--- src/rtl/pipe_adder.sv ---
// Pipelined ripple adder: one CW-bit chunk per register stage, valid/ready on both sides.
// Optional signed-overflow output enabled with `define PIPE_ADDER_OVF_EN.
module pipe_adder #(
    parameter int WIDTH  = 16,
    parameter int STAGES = 4
) (
    input  logic             clk,
    input  logic             rst_n,
    input  logic             in_valid,
    output logic             in_ready,
    input  logic [WIDTH-1:0] a,
    input  logic [WIDTH-1:0] b,
    input  logic             c_in,
    output logic             out_valid,
    input  logic             out_ready,
    output logic [WIDTH-1:0] sum,
`ifdef PIPE_ADDER_OVF_EN
    output logic             ovf,
`endif
    output logic             c_out
);

    localparam int CW = WIDTH / STAGES;

    if (STAGES < 1) begin : g_bad_stages
        $error("pipe_adder: STAGES must be at least 1");
    end
    if (WIDTH % STAGES != 0) begin : g_bad_width
        $error("pipe_adder: WIDTH must be a multiple of STAGES");
    end

    logic             stall;
    logic             valid_stage [STAGES];
    logic             carry_stage [STAGES];
    logic [WIDTH-1:0] a_stage     [STAGES];
    logic [WIDTH-1:0] b_stage     [STAGES];
    logic [WIDTH-1:0] sum_stage   [STAGES];

    assign stall     = valid_stage[STAGES-1] && !out_ready;
    assign in_ready  = !stall;
    assign out_valid = valid_stage[STAGES-1];
    assign sum       = sum_stage[STAGES-1];
    assign c_out     = carry_stage[STAGES-1];

    for (genvar k = 0; k < STAGES; k++) begin : g_stage
        logic             vin;
        logic             cin;
        logic [WIDTH-1:0] a_in;
        logic [WIDTH-1:0] b_in;
        logic [WIDTH-1:0] sum_in;
        logic [CW:0]      chunk;
        logic             valid_d, valid_q;
        logic             carry_d, carry_q;
        logic [WIDTH-1:0] sum_d, sum_q;

        if (k == 0) begin : g_head
            always_comb begin
                vin    = in_valid;
                cin    = c_in;
                a_in   = a;
                b_in   = b;
                sum_in = '0;
            end
        end else begin : g_tail
            always_comb begin
                vin    = valid_stage[k-1];
                cin    = carry_stage[k-1];
                a_in   = a_stage[k-1];
                b_in   = b_stage[k-1];
                sum_in = sum_stage[k-1];
            end
        end

        always_comb begin
            chunk   = {1'b0, a_in[k*CW +: CW]} + {1'b0, b_in[k*CW +: CW]} + {{CW{1'b0}}, cin};
            valid_d = valid_q;
            carry_d = carry_q;
            sum_d   = sum_q;
            if (!stall) begin
                valid_d              = vin;
                carry_d              = chunk[CW];
                sum_d                = sum_in;
                sum_d[k*CW +: CW]    = chunk[CW-1:0];
            end
        end

        always_ff @(posedge clk or negedge rst_n) begin
            if (!rst_n) begin
                valid_q <= 1'b0;
                carry_q <= 1'b0;
                sum_q   <= '0;
            end else begin
                valid_q <= valid_d;
                carry_q <= carry_d;
                sum_q   <= sum_d;
            end
        end

        assign valid_stage[k] = valid_q;
        assign carry_stage[k] = carry_q;
        assign sum_stage[k]   = sum_q;

        // Operand skew registers only exist where a later stage still needs upper chunks.
        if (k < STAGES - 1) begin : g_skew
            logic [WIDTH-1:0] a_d, a_q, b_d, b_q;

            always_comb begin
                a_d = stall ? a_q : a_in;
                b_d = stall ? b_q : b_in;
            end

            always_ff @(posedge clk or negedge rst_n) begin
                if (!rst_n) begin
                    a_q <= '0;
                    b_q <= '0;
                end else begin
                    a_q <= a_d;
                    b_q <= b_d;
                end
            end

            assign a_stage[k] = a_q;
            assign b_stage[k] = b_q;
        end else begin : g_noskew
            assign a_stage[k] = a_in;
            assign b_stage[k] = b_in;
        end

`ifdef PIPE_ADDER_OVF_EN
        if (k == STAGES - 1) begin : g_ovf
            logic ovf_d, ovf_q;

            // Top sum bit is the MSB of the final chunk computed here.
            always_comb begin
                ovf_d = ovf_q;
                if (!stall) begin
                    ovf_d = (a_in[WIDTH-1] == b_in[WIDTH-1]) && (chunk[CW-1] != a_in[WIDTH-1]);
                end
            end

            always_ff @(posedge clk or negedge rst_n) begin
                if (!rst_n) begin
                    ovf_q <= 1'b0;
                end else begin
                    ovf_q <= ovf_d;
                end
            end

            assign ovf = ovf_q;
        end
`endif
    end

endmodule

--- config.mk ---
export PLATFORM = sky130hd
export DESIGN_NAME = pipe_adder
export DESIGN_NICKNAME = d
export VERILOG_FILES = /design/src/rtl/pipe_adder.sv
export SDC_FILE = /design/constraint.sdc
export NUM_CORES = 1
export LEC_CHECK = 0
export CAP_MARGIN = 40
export CORE_MARGIN = 2
export CORE_UTILIZATION = 49
export CTS_BUF_LIST = sky130_fd_sc_hd__clkbuf_8 sky130_fd_sc_hd__clkbuf_16
export CTS_CLUSTER_DIAMETER = 80
export DETAILED_ROUTE_END_ITERATION = 8
export PLACE_DENSITY = 0.75
export SYNTH_ARGS = -nofsm -noshare
export SYNTH_HDL_FRONTEND = slang
export SYNTH_SLANG_ARGS = --single-unit
--- constraint.sdc ---
create_clock -name clk -period 1.8 [get_ports clk]
set_input_delay 0.27 -clock clk [delete_from_list [all_inputs] [get_ports clk]]
set_output_delay 0.27 -clock clk [all_outputs]
set_load 0.01 [all_outputs]
==> flow_summary.toml, run 1 <==
[status]
status = "finished clean"

[floorplan]
core-area_mm2 = 0.00818
initial_core_util = 0.504
num_rows = 33
die_w_um = 95.7
boundaryPins = 56
die_area_mm2 = 0.00916
die_h_um = 95.7

[clock_network]
cts_buffer_depth = 2
cts_tree = "built"
clkTransAtPathRegs_ps = 90
numClockSinks = 96
cts_buffers = 9
h-tree-depth = 3
clock_latency_ps = 350
cts_root_buf = "clkbuf_8"

[finish]
num-fill-cells = 724
area.growth.synth_to_final_pct = 21.4
final_nets = 558
diodes = 0
drive_above_1_share = 0.0673
layout_common_cells = "nand2_1, dfrtp_1, clkdlybuf4s50_1"
final_common_cell = "nand2_1"

[detailed_routing]
wl_per_cell_um = 11.5
vias = 2878
firstDrtPassIters = 4
drt_iter0_drc = 96
avgViaCountPerCell = 4.72
ant_nets = 0
drt-total-wl_mm = 7.02
drc = 0

[worst_setup_path]
cp-end-kind = "flip-flop"
timing_worst_setup_path_type = "reg -> reg"
r2r_slack_ps = 120
crit_path_max_fanout = 2
crit_arrival_ps = 1920
path_cells = "fa_2, fa_2, a21o_1, a21oi_1, a21oi_1"
worstSetupStartpointType = "flip-flop"
slowest_stage = "dfrtp_1"
worstPathRequired_ps = 2040
cp_slowest_stage_delay_ps = 410

[hold_path]
min_path_type = "in -> async"

[synth]
ys_seq_area_frac = 0.583
yosysWarningCount = 0
netlist_area_mm2 = 0.00412
synth_nets = 501
avgSynthCellArea_um2 = 9.28
synth.distinct_cells = 20
synth_cells = 444
ys_seq_elements = 96

[placement]
io_buffers = 55
gp_congestion = 0.781
hpwl_mm = 4.91

[timing]
finalCritPeriodShare = 0.931
worst_pin_slew_ps = 475
max_freq_mhz = 597
min_period_ps = 1680
hold_slack_ps = 409
final_hold_viol_count = 0
rsz0062_at_grt = "false"
slew_headroom = 0.683
setup_viol = 0
final_max_slew_viol_count = 0
finClkSkew_ps = 5.19
totalNegativeSetupSlack_ps = 0

[global_route]
antenna_found_initial = 0
grt_pass1_wl_mm = 12.1
overflow = 0
grt_pass1_vias = 2764
track_usage = 0.172
grt_max_degree = 48

[power]
vdd_drop_max_mv = 0.700
powerDensity_mw_per_mm2 = 1600
power.leakage_uw = 0.00258

[flow_run]
maxCapViolCount = 0
-- worst max-delay path: cells and delay by family (launching register included) --
family	cells	cell delay (ps)
AOI/OAI and AO/OA	3	390
adders and majority gates	2	760
DFF	1	410
-- power by group --
part	internal, uW	switching [uW]	total (uW)	leakage [uW]
Combinational	1410	1530	2940	0.00131
Clock	744	700	1440	0.000108
Sequential	3090	508	3600	0.00116
-- synthesized netlist by cell type, drive strengths merged --
master | instances | area [um2]
xnor2 | 1 | 8.76
inv | 12 | 45.0
nand2 | 239 | 897
a21oi | 13 | 76.3
xor2 | 5 | 43.8
nor2 | 11 | 41.3
nor2b | 4 | 32.5
fa | 8 | 160
nand2b | 1 | 6.26
a21o | 5 | 37.5
dfrtp | 96 | 2400
buf | 21 | 138
o21ai | 16 | 80.1
ha | 12 | 150
-- sequential cells by signal, indices dropped and copies added, names as in the netlist --
signal	flops
g_stage.sum_q	24
g_stage.carry_q	3
g_stage.valid_q	3
c_out	1
g_stage.g_skew.b_q	24
sum	16
g_stage.g_skew.a_q	24
out_valid	1
-- per-stage QoR --
step	utilization	cell area, um2	power [uW]	instances	setup slack (ps)
after floorplan	-	4120	5590	444	78.6
after global placement	0.585	4780	6480	594	-58.6
after detailed placement	0.585	4780	6630	594	-101
after CTS	0.611	5000	8070	610	2.88
after global routing	0.612	5000	8720	610	6.24
final	0.612	5000	7980	610	124
-- final timing paths --
kind,from,to,cells after the start
hold / removal,rst_n,sum[1],2
setup / recovery,g_stage[1].carry_q,g_stage[2].carry_q,5
min in group clk,a[15],g_stage[0].g_skew.a_q[15],3
setup reg to reg,g_stage[1].carry_q,g_stage[2].carry_q,5
max in group asynchronous,rst_n,sum[13],3
hold reg to reg,g_stage[2].valid_q,g_stage[2].valid_q,2
-- cells by family after synthesis --
group	count (synthesis)	share of synthesized area
flip-flops	96	0.583
XOR/XNOR	6	0.0128
AO/OA/AOI/OAI	34	0.0471
adder cells (fa/ha/maj)	20	0.0753
buffers and inverters	33	0.0443
AND/OR/NAND/NOR	255	0.237
-- per-layer routing --
metal  up-vias  part of all wire  GRT usage  wire length [um]
li1       1475                 -          -                 -
met4         0             0.016     0.0631               112
met2        44              0.48      0.274              3340
met5         -                 0          0                 0
met3        11             0.037     0.0387               259
met1      1348              0.47      0.232              3300
-- final cells by class --
class | instances | area, um2 | area share
timing repair buffer | 67 | 677 | 0.135
tap | 105 | 131 | 0.0263
clock inverter | 3 | 40.0 | 0.00801
clock buffer | 12 | 165 | 0.0330
inverter | 12 | 46.3 | 0.00926
sequential | 96 | 2400 | 0.480
multi-input combinational | 315 | 1540 | 0.308
-- what timing repair did --
action	4_1_cts	5_1_grt
endpoints found under the setup margin	1	2
hold buffers	1	0
resized for setup	1	2
hold endpoints to repair	33	0
buffers inserted	0	0
Power figures use the tool's default switching activity.
==> run 2, diff against run 1 <==
Settings changed: CORE_MARGIN 2 to 5, CORE_UTILIZATION 49 to 59, GPL_ROUTABILITY_DRIVEN from default to 1, PLACE_DENSITY 0.75 to 0.85.
Clock period 1.8 ns to 2 ns, I/O delays scaled along.
==> flow_summary.toml, run 2 (synthesis results as in run 1) <==
[status]
status = "finished clean"

[timing]
slew_headroom = 0.737
finClkSkew_ps = 9.83
layout_setup_ws_ps = 152
totalNegativeSetupSlack_ps = 0
worst_pin_slew_ps = 395
finalCritPeriodShare = 0.924
final_hold_viol_count = 0
rsz0062_at_grt = "false"
min_period_ps = 1850
max_freq_mhz = 541
final_max_slew_viol_count = 0
setup_viol = 0

[worst_setup_path]
r2r-start = "g_stage[1].g_skew.a_q[8]"
crit_path_max_fanout = 2
reg2reg_depth = 5
worstPathRequired_ps = 1700
worstSetupStartpointType = "input pin"
cp-end-kind = "primary output"
rr_endpoint = "g_stage[2].carry_q"
r2r_slack_ps = 180
crit_arrival_ps = 1550
timing_worst_setup_path_type = "in -> out"

[clock_network]
cts_root_buf = "clkbuf_8"
clock_latency_ps = 350
cts_tree = "built"
cts_resized = 0
cts_buffer_depth = 2
numClockSinks = 96
clkTransAtPathRegs_ps = 80
h-tree-depth = 3
cts_buffers = 9

[finish]
drive_above_1_share = 0.0502
fin_area_mm2 = 0.00496
final_nets = 551
num-fill-cells = 499
diodes = 0
final_common_cell = "nand2_1"
top_regs = "g_stage.g_skew.a_q: 24 flops, g_stage.g_skew.b_q: 24 flops, g_stage.sum_q: 24 flops"
layout_common_cells = "nand2_1, dfrtp_1, clkdlybuf4s50_1"
area.growth.synth_to_final_pct = 20.4

[global_route]
antenna_found_initial = 0
overflow = 0
grt_max_degree = 101
track_usage = 0.184
grt_pass1_wl_mm = 12.7
grt_pass1_vias = 2814

[placement]
io_buffers = 55
placed_area_mm2 = 0.00472
hpwl_mm = 4.90
gp_congestion = 0.755
place_ws_ps = 34.9

[detailed_routing]
firstDrtPassIters = 4
vias = 2877
avgViaCountPerCell = 4.84
drt_iter0_drc = 151
wl_per_cell_um = 12.3
drc = 0
drt-total-wl_mm = 7.32
ant_nets = 0

[floorplan]
initial_core_util = 0.606
core-area_mm2 = 0.00679
num_rows = 30
die_area_mm2 = 0.00875
die_w_um = 93.6
boundaryPins = 56
die_h_um = 93.6

[power]
vdd_drop_max_mv = 0.722
powerDensity_mw_per_mm2 = 1480
total_power_uw = 7330
power.leakage_uw = 0.00256

[flow_run]
maxCapViolCount = 0

[hold_path]
min_path_type = "in -> async"
## run 2: cell types whose count changed in the layout (fill, tap and decap cells not counted), sizes merged
cell,before,now
buf,12,5
clkinv,3,4
clkdlybuf4s50,53,54
bufinv,1,3
clkbuf,12,9
dlygate4sd2,1,0
## run 2: how the worst max path moves through the flow
stage | from | endpoint | slack (ps) | cells past startpoint
2_1_floorplan | g_stage[1].carry_q | g_stage[2].carry_q | 280 | 5
3_3_place_gp | a[0] | g_stage[0].sum_q[3] | 120 | 6
3_5_place_dp | a[0] | g_stage[0].sum_q[3] | 30 | 6
4_1_cts | out_ready | in_ready | 140 | 4
5_1_grt | g_stage[1].g_skew.a_q[8] | g_stage[2].carry_q | 70 | 5
6_report | out_ready | in_ready | 150 | 4
## run 2: layout make-up
type                            instances  area, um2  share of cell area
Inverter                               12       46.3             0.00933
Clock inverter                          6        109              0.0219
Tap cell                               96        120              0.0242
Multi-Input combinational cell        315       1530               0.309
Timing Repair Buffer                   60        626               0.126
Sequential cell                        96       2400               0.484
Clock buffer                            9        124              0.0250
## run 2: worst max-delay path, stage by stage
cell and delay, ps:
clkdlybuf4s50_1 440, nor2b_4 190, clkinv_2 100, clkdlybuf4s50_1 510
## run 2: metrics by stage
| stage | hold slack, ps | utilization | std cells |
|---|---|---|---|
| finish | 382 | 0.730 | 594 |
| global route | 406 | 0.730 | 594 |
| CTS | 371 | 0.730 | 594 |
| detailed placement | 207 | 0.694 | 578 |
| global placement | 209 | 0.694 | 578 |
| floorplan | 4.41 | - | 444 |
## run 2: report_power, final
part	internal [uW]	switching [uW]
combinational	1220	1400
sequential	2780	473
clock	821	625
## run 2: what timing repair did
item / 4_1_cts / 5_1_grt
hold buffers: 1 / 0
hold endpoints to repair: 21 / 0
setup buffers: 0 / 0
## run 2: routing by layer
metal | part of all wire | wire [um] | global-route usage
met5 | 0 | 0 | 0
met4 | 0.018 | 129 | 0.0746
met3 | 0.033 | 241 | 0.0265
met2 | 0.54 | 3940 | 0.316
met1 | 0.41 | 3010 | 0.235
